--- config.mk ---
export PLATFORM = sky130hd
export DESIGN_NAME = pipe_stage_reg
export DESIGN_NICKNAME = d
export VERILOG_FILES = /design/src/rtl/pipe_pkg.sv /design/src/rtl/pipe_entry.sv /design/src/rtl/pipe_stage_reg.sv
export SDC_FILE = /design/constraint.sdc
export NUM_CORES = 1
export LEC_CHECK = 0
export ABC_AREA = 1
export BUFFER_PORTS_ARGS = -buffer_cell sky130_fd_sc_hd__buf_2
export CORE_UTILIZATION = 40
export DETAILED_ROUTE_END_ITERATION = 10
export PLACE_DENSITY = 0.71
export SYNTH_ARGS = -nofsm -noshare
export SYNTH_HDL_FRONTEND = slang
export SYNTH_SLANG_ARGS = --single-unit
--- constraint.sdc ---
create_clock -name CLK -period 1.52 [get_ports CLK]
set_input_delay 0 -clock CLK [delete_from_list [all_inputs] [get_ports CLK]]
set_output_delay 0 -clock CLK [all_outputs]
set_load 0.01 [all_outputs]
--- src/rtl/pipe_pkg.sv ---
// Shared definitions for the pipeline stage register: occupancy encoding and
// default parameter values.
package pipe_pkg;

  typedef enum logic [1:0] {
    EMPTY = 2'd0,
    ONE   = 2'd1,
    TWO   = 2'd2
  } pipe_state_e;

  localparam int unsigned DATA_W_DEF     = 32;
  localparam int unsigned CTRL_W_DEF     = 8;
  localparam bit          CLEAR_DATA_DEF = 1'b0;
  localparam int unsigned CNT_W_DEF      = 16;

endpackage

--- src/rtl/pipe_entry.sv ---
// One pipeline entry: valid + control + data register with load, drop
// (invalidate after issue) and clear (flush) controls.
module pipe_entry
  import pipe_pkg::*;
#(
  parameter int unsigned DATA_W     = DATA_W_DEF,
  parameter int unsigned CTRL_W     = CTRL_W_DEF,
  parameter bit          CLEAR_DATA = CLEAR_DATA_DEF
) (
  input  logic              clk,
  input  logic              rst,
  input  logic              load,
  input  logic              drop,
  input  logic              clear,
  input  logic [DATA_W-1:0] d_data,
  input  logic [CTRL_W-1:0] d_ctrl,
  output logic              q_valid,
  output logic [CTRL_W-1:0] q_ctrl,
  output logic [DATA_W-1:0] q_data
);

  logic              valid_d, valid_q;
  logic [CTRL_W-1:0] ctrl_d, ctrl_q;
  logic [DATA_W-1:0] data_d, data_q;

  // Control is zeroed whenever the entry goes invalid; data is only zeroed on
  // a flush, and only when CLEAR_DATA is set.
  always_comb begin
    valid_d = valid_q;
    ctrl_d  = ctrl_q;
    data_d  = data_q;
    if (clear) begin
      valid_d = 1'b0;
      ctrl_d  = '0;
      if (CLEAR_DATA) data_d = '0;
    end else if (load) begin
      valid_d = 1'b1;
      ctrl_d  = d_ctrl;
      data_d  = d_data;
    end else if (drop) begin
      valid_d = 1'b0;
      ctrl_d  = '0;
    end
  end

  always_ff @(posedge clk) begin
    if (rst) begin
      valid_q <= 1'b0;
      ctrl_q  <= '0;
      data_q  <= '0;
    end else begin
      valid_q <= valid_d;
      ctrl_q  <= ctrl_d;
      data_q  <= data_d;
    end
  end

  assign q_valid = valid_q;
  assign q_ctrl  = ctrl_q;
  assign q_data  = data_q;

endmodule

--- src/rtl/pipe_stage_reg.sv ---
// Two-entry (main + skid) pipeline stage register with registered in_ready,
// flush, and a saturating bubble counter.
module pipe_stage_reg
  import pipe_pkg::*;
#(
  parameter int unsigned DATA_W     = DATA_W_DEF,
  parameter int unsigned CTRL_W     = CTRL_W_DEF,
  parameter bit          CLEAR_DATA = CLEAR_DATA_DEF,
  parameter int unsigned CNT_W      = CNT_W_DEF
) (
  input  logic              CLK,
  input  logic              rst,
  input  logic              flush,
  input  logic              in_valid,
  output logic              in_ready,
  input  logic [DATA_W-1:0] in_data,
  input  logic [CTRL_W-1:0] in_ctrl,
  output logic              out_valid,
  input  logic              out_ready,
  output logic [DATA_W-1:0] out_data,
  output logic [CTRL_W-1:0] out_ctrl,
  output logic [CNT_W-1:0]  bubble_cnt
);

  pipe_state_e state_d, state_q;
  logic        in_ready_d, in_ready_q;
  logic [CNT_W-1:0] bubble_d, bubble_q;

  logic accept, issue;
  logic main_load, main_drop, main_clr, main_from_skid;
  logic skid_load, skid_clr;
  logic              main_valid, skid_valid;
  logic [CTRL_W-1:0] main_ctrl, skid_ctrl;
  logic [DATA_W-1:0] main_data, skid_data;
  logic [CTRL_W-1:0] main_d_ctrl;
  logic [DATA_W-1:0] main_d_data;

  assign accept = in_valid & in_ready_q & ~flush;
  assign issue  = main_valid & out_ready;

  always_comb begin
    state_d        = state_q;
    main_load      = 1'b0;
    main_drop      = 1'b0;
    main_clr       = 1'b0;
    main_from_skid = 1'b0;
    skid_load      = 1'b0;
    skid_clr       = 1'b0;
    if (flush) begin
      state_d  = EMPTY;
      main_clr = 1'b1;
      skid_clr = 1'b1;
    end else begin
      unique case (state_q)
        EMPTY: begin
          if (accept) begin
            main_load = 1'b1;
            state_d   = ONE;
          end
        end
        ONE: begin
          if (accept && issue) begin
            main_load = 1'b1;
          end else if (issue) begin
            main_drop = 1'b1;
            state_d   = EMPTY;
          end else if (accept) begin
            skid_load = 1'b1;
            state_d   = TWO;
          end
        end
        TWO: begin
          if (issue && skid_valid) begin
            main_load      = 1'b1;
            main_from_skid = 1'b1;
            skid_clr       = 1'b1;
            state_d        = ONE;
          end
        end
        default: state_d = EMPTY;
      endcase
    end
    in_ready_d = (state_d != TWO);
  end

  always_comb begin
    main_d_data = main_from_skid ? skid_data : in_data;
    main_d_ctrl = main_from_skid ? skid_ctrl : in_ctrl;
    bubble_d    = bubble_q;
    if (!main_valid && (bubble_q != '1)) bubble_d = bubble_q + 1'b1;
  end

  always_ff @(posedge CLK) begin
    if (rst) begin
      state_q    <= EMPTY;
      in_ready_q <= 1'b1;
      bubble_q   <= '0;
    end else begin
      state_q    <= state_d;
      in_ready_q <= in_ready_d;
      bubble_q   <= bubble_d;
    end
  end

  pipe_entry #(
    .DATA_W    (DATA_W),
    .CTRL_W    (CTRL_W),
    .CLEAR_DATA(CLEAR_DATA)
  ) u_main (
    .clk    (CLK),
    .rst    (rst),
    .load   (main_load),
    .drop   (main_drop),
    .clear  (main_clr),
    .d_data (main_d_data),
    .d_ctrl (main_d_ctrl),
    .q_valid(main_valid),
    .q_ctrl (main_ctrl),
    .q_data (main_data)
  );

  pipe_entry #(
    .DATA_W    (DATA_W),
    .CTRL_W    (CTRL_W),
    .CLEAR_DATA(CLEAR_DATA)
  ) u_skid (
    .clk    (CLK),
    .rst    (rst),
    .load   (skid_load),
    .drop   (1'b0),
    .clear  (skid_clr),
    .d_data (in_data),
    .d_ctrl (in_ctrl),
    .q_valid(skid_valid),
    .q_ctrl (skid_ctrl),
    .q_data (skid_data)
  );

  assign in_ready   = in_ready_q;
  assign out_valid  = main_valid;
  assign out_data   = main_data;
  assign out_ctrl   = main_ctrl;
  assign bubble_cnt = bubble_q;

endmodule
# After elaboration in Yosys (flattened, before gate mapping)
# Cells that the tools add are included.
classes:
  add_sub_neg: 1
  n_eq_ne: 4
  n_mux: 30
  bitwise_logic: 6
  n_reduce_logical: 10
op_table:
  columns: ["operator", "count"]
  rows:
  - ["$mux 32", 1]
  - ["$mux 8", 3]
  - ["$mux 1", 18]
  - ["$add 16x1->16 const B", 1]
  - ["$ne 16x16->1 const B", 1]
  - ["$mux 2", 6]
  - ["$pmux 2 s3", 1]
  - ["$reduce_and 2->1", 2]
  - ["$reduce_or 2->1", 2]
  - ["$and 1x1->1", 3]
  - ["$logic_and 1x1->1", 3]
  - ["$not 1->1", 3]
  - ["$pmux 1 s3", 1]
  - ["$eq 2x1->1 const B", 1]
  - ["$eq 2x2->1 const B", 1]
  - ["$logic_not 2->1", 1]
  - ["$ne 2x2->1 const B", 1]
  - ["$reduce_bool 2->1", 1]
  - ["$logic_not 1->1", 1]
totals:
  reg_bits: 101
  input_bits: 45
  elab_cells: 60

# Longest topological paths before layout
logic_depth:
  word_depth: 8
  ltp_mapped: 10
  ltp_nobuf: 10

# By module
# Synthesis repeated with hierarchy kept, for this count alone.
unflattened:
  hier_cells: 813
  area_unflattened_um2: 5123.7
modules_own_cells:
  columns: ["mod", "n_inst", "cells_per_inst", "area_per_inst_um2", "seq_area_each_um2"]
  rows:
  - ["pipe_entry", 2, 247, 1690.4, 820.8]
  - ["pipe_stage_reg", 1, 319, 1742.9, 380.4]

# Worst setup path after synthesis
# No wires, ideal clock.
synth_timing:
  kind: "register to register"
  start: "reg bubble_q[0], in the netlist bubble_cnt[0]"
  end: "reg bubble_q[11], in the netlist bubble_cnt[11]"
  setup_time_ns: 0.132
  arrival_time_ns: 1.423
  setup_slack_ns: -0.035
  path_stages_with_launch: 10
  synth_period_minus_slack_ns: 1.555
  cell_sequence: "dfxtp_1 ha_1 inv_1 nor2_2 nand3_2 nand2_1 nand2_1 buf_2 nand2_1 a21oi_1"
synth_via:
  elab_chain_len: 2
  elab_cells_between_ends: 3
  classes_between: "add/sub: 1; eq/ne: 1; reduce/logical: 1"
synth_lines:
  columns: ["item", "line", "text"]
  rows:
  - ["from (decl)", "pipe_stage_reg.sv:27", "logic [CNT_W-1:0] bubble_d, bubble_q;"]
  - ["from (signal assigned)", "pipe_stage_reg.sv:101", "bubble_q <= bubble_d;"]
  - ["branches (longest 2 deep; another with $add 16x1->16)", null, null]
# Several ways; the timed one is not identified.
# A chain may end at the register's enable or synchronous reset.

# Worst setup path after layout
layout_timing:
  start: "reg bubble_q[4], in the netlist bubble_cnt[4]"
  end: "reg bubble_q[1], in the netlist bubble_cnt[1]"
layout_via:
  elab_chain_len: 2
layout_lines:
  columns: ["item", "line", "text"]
  rows:
  - ["$ne 16x16->1", "pipe_stage_reg.sv:90", "if (!main_valid && (bubble_q != '1)) bubble_d = bubble_q + 1'b1;"]
  - ["$logic_and 1x1->1", "pipe_stage_reg.sv:90", null]
# No other way between the ends.

==> flow_summary.yaml <==
floorplanning:
  die_w_microns: 108
  ios: 103
  core_area_sq_um: 10900
  die_h_microns: 108
  initial_core_util_pct: 41.2
  num_rows: 38
  die_area_sq_um: 11700
worst_setup_path:
  cpLargestDelayFamily: "simple AND/OR/NAND/NOR gates"
  cp_num_buf_inv: 1
  critical_path.endpoint_type: "flop"
  cp_cell_sequence: "nand2_1 > nor2_1 > nand3_2 > nand2_1 > nand2_2 > buf_6 > o21ai_0 > nor2_1"
  crit_arrival_ns: 1.72
  r2r_setup_slack_ns: 0.07
  cp_slowest_cell: "dfxtp_2"
  path_depth: 8
  cp.required_ns: 1.78
  crit_end: "bubble_cnt[1]"
  critPathMaxStageDelay_ns: 0.38
  reg2reg_depth: 8
  crit_path_start_kind: "flop"
  timing.rr.start: "bubble_cnt[4]"
  cp_max_fo: 8
  r2r_end: "bubble_cnt[1]"
  crit_type: "flop to flop"
  critPathLaunch: "bubble_cnt[4]"
synthesis:
  synth.distinct_cells: 26
  yosys_warnings: 0
  yosys.area.top_type: "dfxtp_1"
  seq_area_frac_synth_pct: 45.0
  synth.avg_cell_area_sq_um: 7.06
  syn_nets: 682
  netlist_area_sq_um: 4490
  synth_top_area_share_pct: 45.0
  synthCells: 636
  synth_area_leaders: "dfxtp_1 45%, a21oi_1 10%, nand2_1 10%"
  ys_ff_latch: 101
clock_tree:
  clk_path_buf_depth: 2
  cts_sinks: 101
  insertion_delay_ns: 0.37
  cts_buffers: 9
  cts.clk_slew.worst_paths_ns: 0.10
  cts_tree: "built"
  ctsRootBufferMaster: "clkbuf_8"
  htree_levels: 3
placement:
  gp_congestion: 0.883
  numPortBuffers: 102
  dp_hpwl_microns: 7820
power_and_ir_drop:
  p_seq_share_pct: 55.1
  p_leak_nw: 2.52
  p_int_w: 0.00366
  clock_power_share_pct: 32.6
  switchingPower_w: 0.00135
  ir_drop_mv: 0.690
  power.share.combinational_pct: 12.4
  p_sw_share_pct: 26.9
  power_density_nw_per_um2: 831
finish:
  syn2layout_area_growth_pct: 34.1
  drive_gt1_share_pct: 23.3
  finalCoreUtilization_pct: 55.3
  diodes: 0
  multi_input_area_sq_um: 2140
  regArea_sq_um: 2040
  fill_cells: 1046
  nNetsFinal: 828
drt:
  drt_iter0_drc: 204
  routed_via_density: 5.09
  num_vias: 4716
  drc: 0
  wirelength_microns: 12100
  first_pass_iters: 4
  wl_per_cell_microns: 13.1
  ant_nets: 0
sta:
  slew_violations: 0
  setup_viol: 0
  fin_hold_ws_ns: 0.0931
  hold_viol_final: 0
  relSlewSlack_pct: 63.5
  fmax_mhz: 688
  post-route-period-util_pct: 95.7
  grt_setup_unrepaired: "yes"
  tightestPinTransition_ns: 0.548
  skew_ns: 0.0114
  period_needed_ns: 1.45
worst_hold_path:
  hold_path.class: "primary input to flop"
  hold_depth: 4
global_route:
  antenna_found_initial: 0
  grt_use_total_pct: 21.0
  grt_overflow: 0
  grt_pass1_wl_microns: 19600
  grt_max_degree: 66
  grt_pass1_vias: 4294
status:
  status: "finished clean"
job:
  max-cap-violations: 0
[cells by family (layout without fill, tap and decap cells)]
family | count (synthesis) | in the layout | share of synthesized area, %
adders and majority gates | 1 | 1 | 0.279
AOI/OAI and AO/OA | 199 | 199 | 22.4
and+or+nand+nor | 234 | 234 | 22.2
DFF | 101 | 101 | 45.0
xor gates and xnor gates | 7 | 7 | 1.37
buffers and inverters | 94 | 244 | 8.72
[registers in the layout, summed over array words and instances, names as in the netlist]
| register | flops |
|---|---|
| u_skid.q_ctrl | 8 |
| u_skid.q_data | 32 |
| u_main.q_ctrl | 8 |
| in_ready | 1 |
| state_q | 2 |
| u_skid.q_valid | 1 |
| u_main.q_valid | 1 |
| u_main.q_data | 32 |
| bubble_cnt | 16 |
[what timing repair did]
action / 4_1_cts / 5_1_grt
hold buffers: 41 / 0
gates cloned: 0 / 2
pin swaps: 0 / 3
endpoints found under the hold margin: 56 / 0
resized for setup: 2 / 31
setup buffers: 0 / 1
setup endpoints to repair: 16 / 91
[synthesized netlist by cell type, drive strengths merged]
master,count
dfxtp,101
inv,50
a21boi,2
nand2,125
xnor2,4
clkbuf,20
buf,23
a21oi,94
nand4,19
xor2,3
o21ai,102
nor2,63
clkinv,1
o31ai,1
ha,1
nand3,27
[power groups by stage]
stage / Combinational, W / Clock, W / Sequential, W
2_1_floorplan: 0.000273 / 0 / 0.00284
3_3_place_gp: 0.000509 / 0 / 0.00281
3_5_place_dp: 0.000523 / 0 / 0.00281
4_1_cts: 0.000606 / 0.00168 / 0.00275
5_1_grt: 0.000689 / 0.00179 / 0.00276
6_report: 0.000620 / 0.00163 / 0.00275
[layer usage]
layer	up-vias	wire (microns)	track usage (%)	part of all wire, %
li1	2402	-	-	-
met1	2165	5420	26.3	45
met2	139	5900	36.7	49
met3	10	686	4.46	5.7
met4	0	119	5.09	0.98
met5	-	0	0	0
[through the flow]
stage          setup TNS [ns]  total power (W)  instance area, sq um  setup WS [ns]  cells
6_report                    0          0.00500                  6020         0.0661    926
5_1_grt                -0.417          0.00524                  6020        -0.0514    926
4_1_cts                     0          0.00503                  5910        0.00297    923
3_5_place_dp           -0.106          0.00334                  5310        -0.0393    867
3_3_place_gp                0          0.00332                  5310         0.0234    867
2_1_floorplan               0          0.00311                  4490         0.0412    636
[placed cells by master, fill, tap and decap left out, drive strengths merged]
cell         instances
nand4               19
buf                136
clkinvlp             1
dfxtp              101
o31ai                1
xnor2                4
clkinv               2
nor2                63
a21boi               2
xor2                 3
nand2              125
dlygate4sd3         41
a21oi               94
o21ai              102
inv                 53
clkbuf              11
nand3               27
ha                   1
[worst min-delay path, delay by kind of cell]
kind | cells | cell delay [ns]
AO/OA/AOI/OAI | 1 | 0.05
buffers and inverters | 2 | 0.28
AND/OR/NAND/NOR | 1 | 0.08
[worst min path at each step]
stage / start / endpoint / slack, ns
floorplan: in_ctrl[0] / u_skid.q_ctrl[0] / 0.18
global placement: in_data[20] / u_skid.q_data[20] / 0.29
detailed placement: in_data[20] / u_skid.q_data[20] / 0.30
CTS: flush / u_main.q_ctrl[5] / 0.05
global route: flush / u_skid.q_ctrl[7] / 0.11
finish: flush / u_main.q_ctrl[5] / 0.09
[area by class of cell]
class                      count  share of cell area, %
clock inverter                 5                  0.686
multi-input combinational    441                   35.5
tap                          140                   2.91
inverter                      51                   3.18
timing repair buffer         178                   21.6
sequential                   101                   33.8
clock buffer                  10                   2.29
No activity file was read; power rests on OpenSTA's default activity.
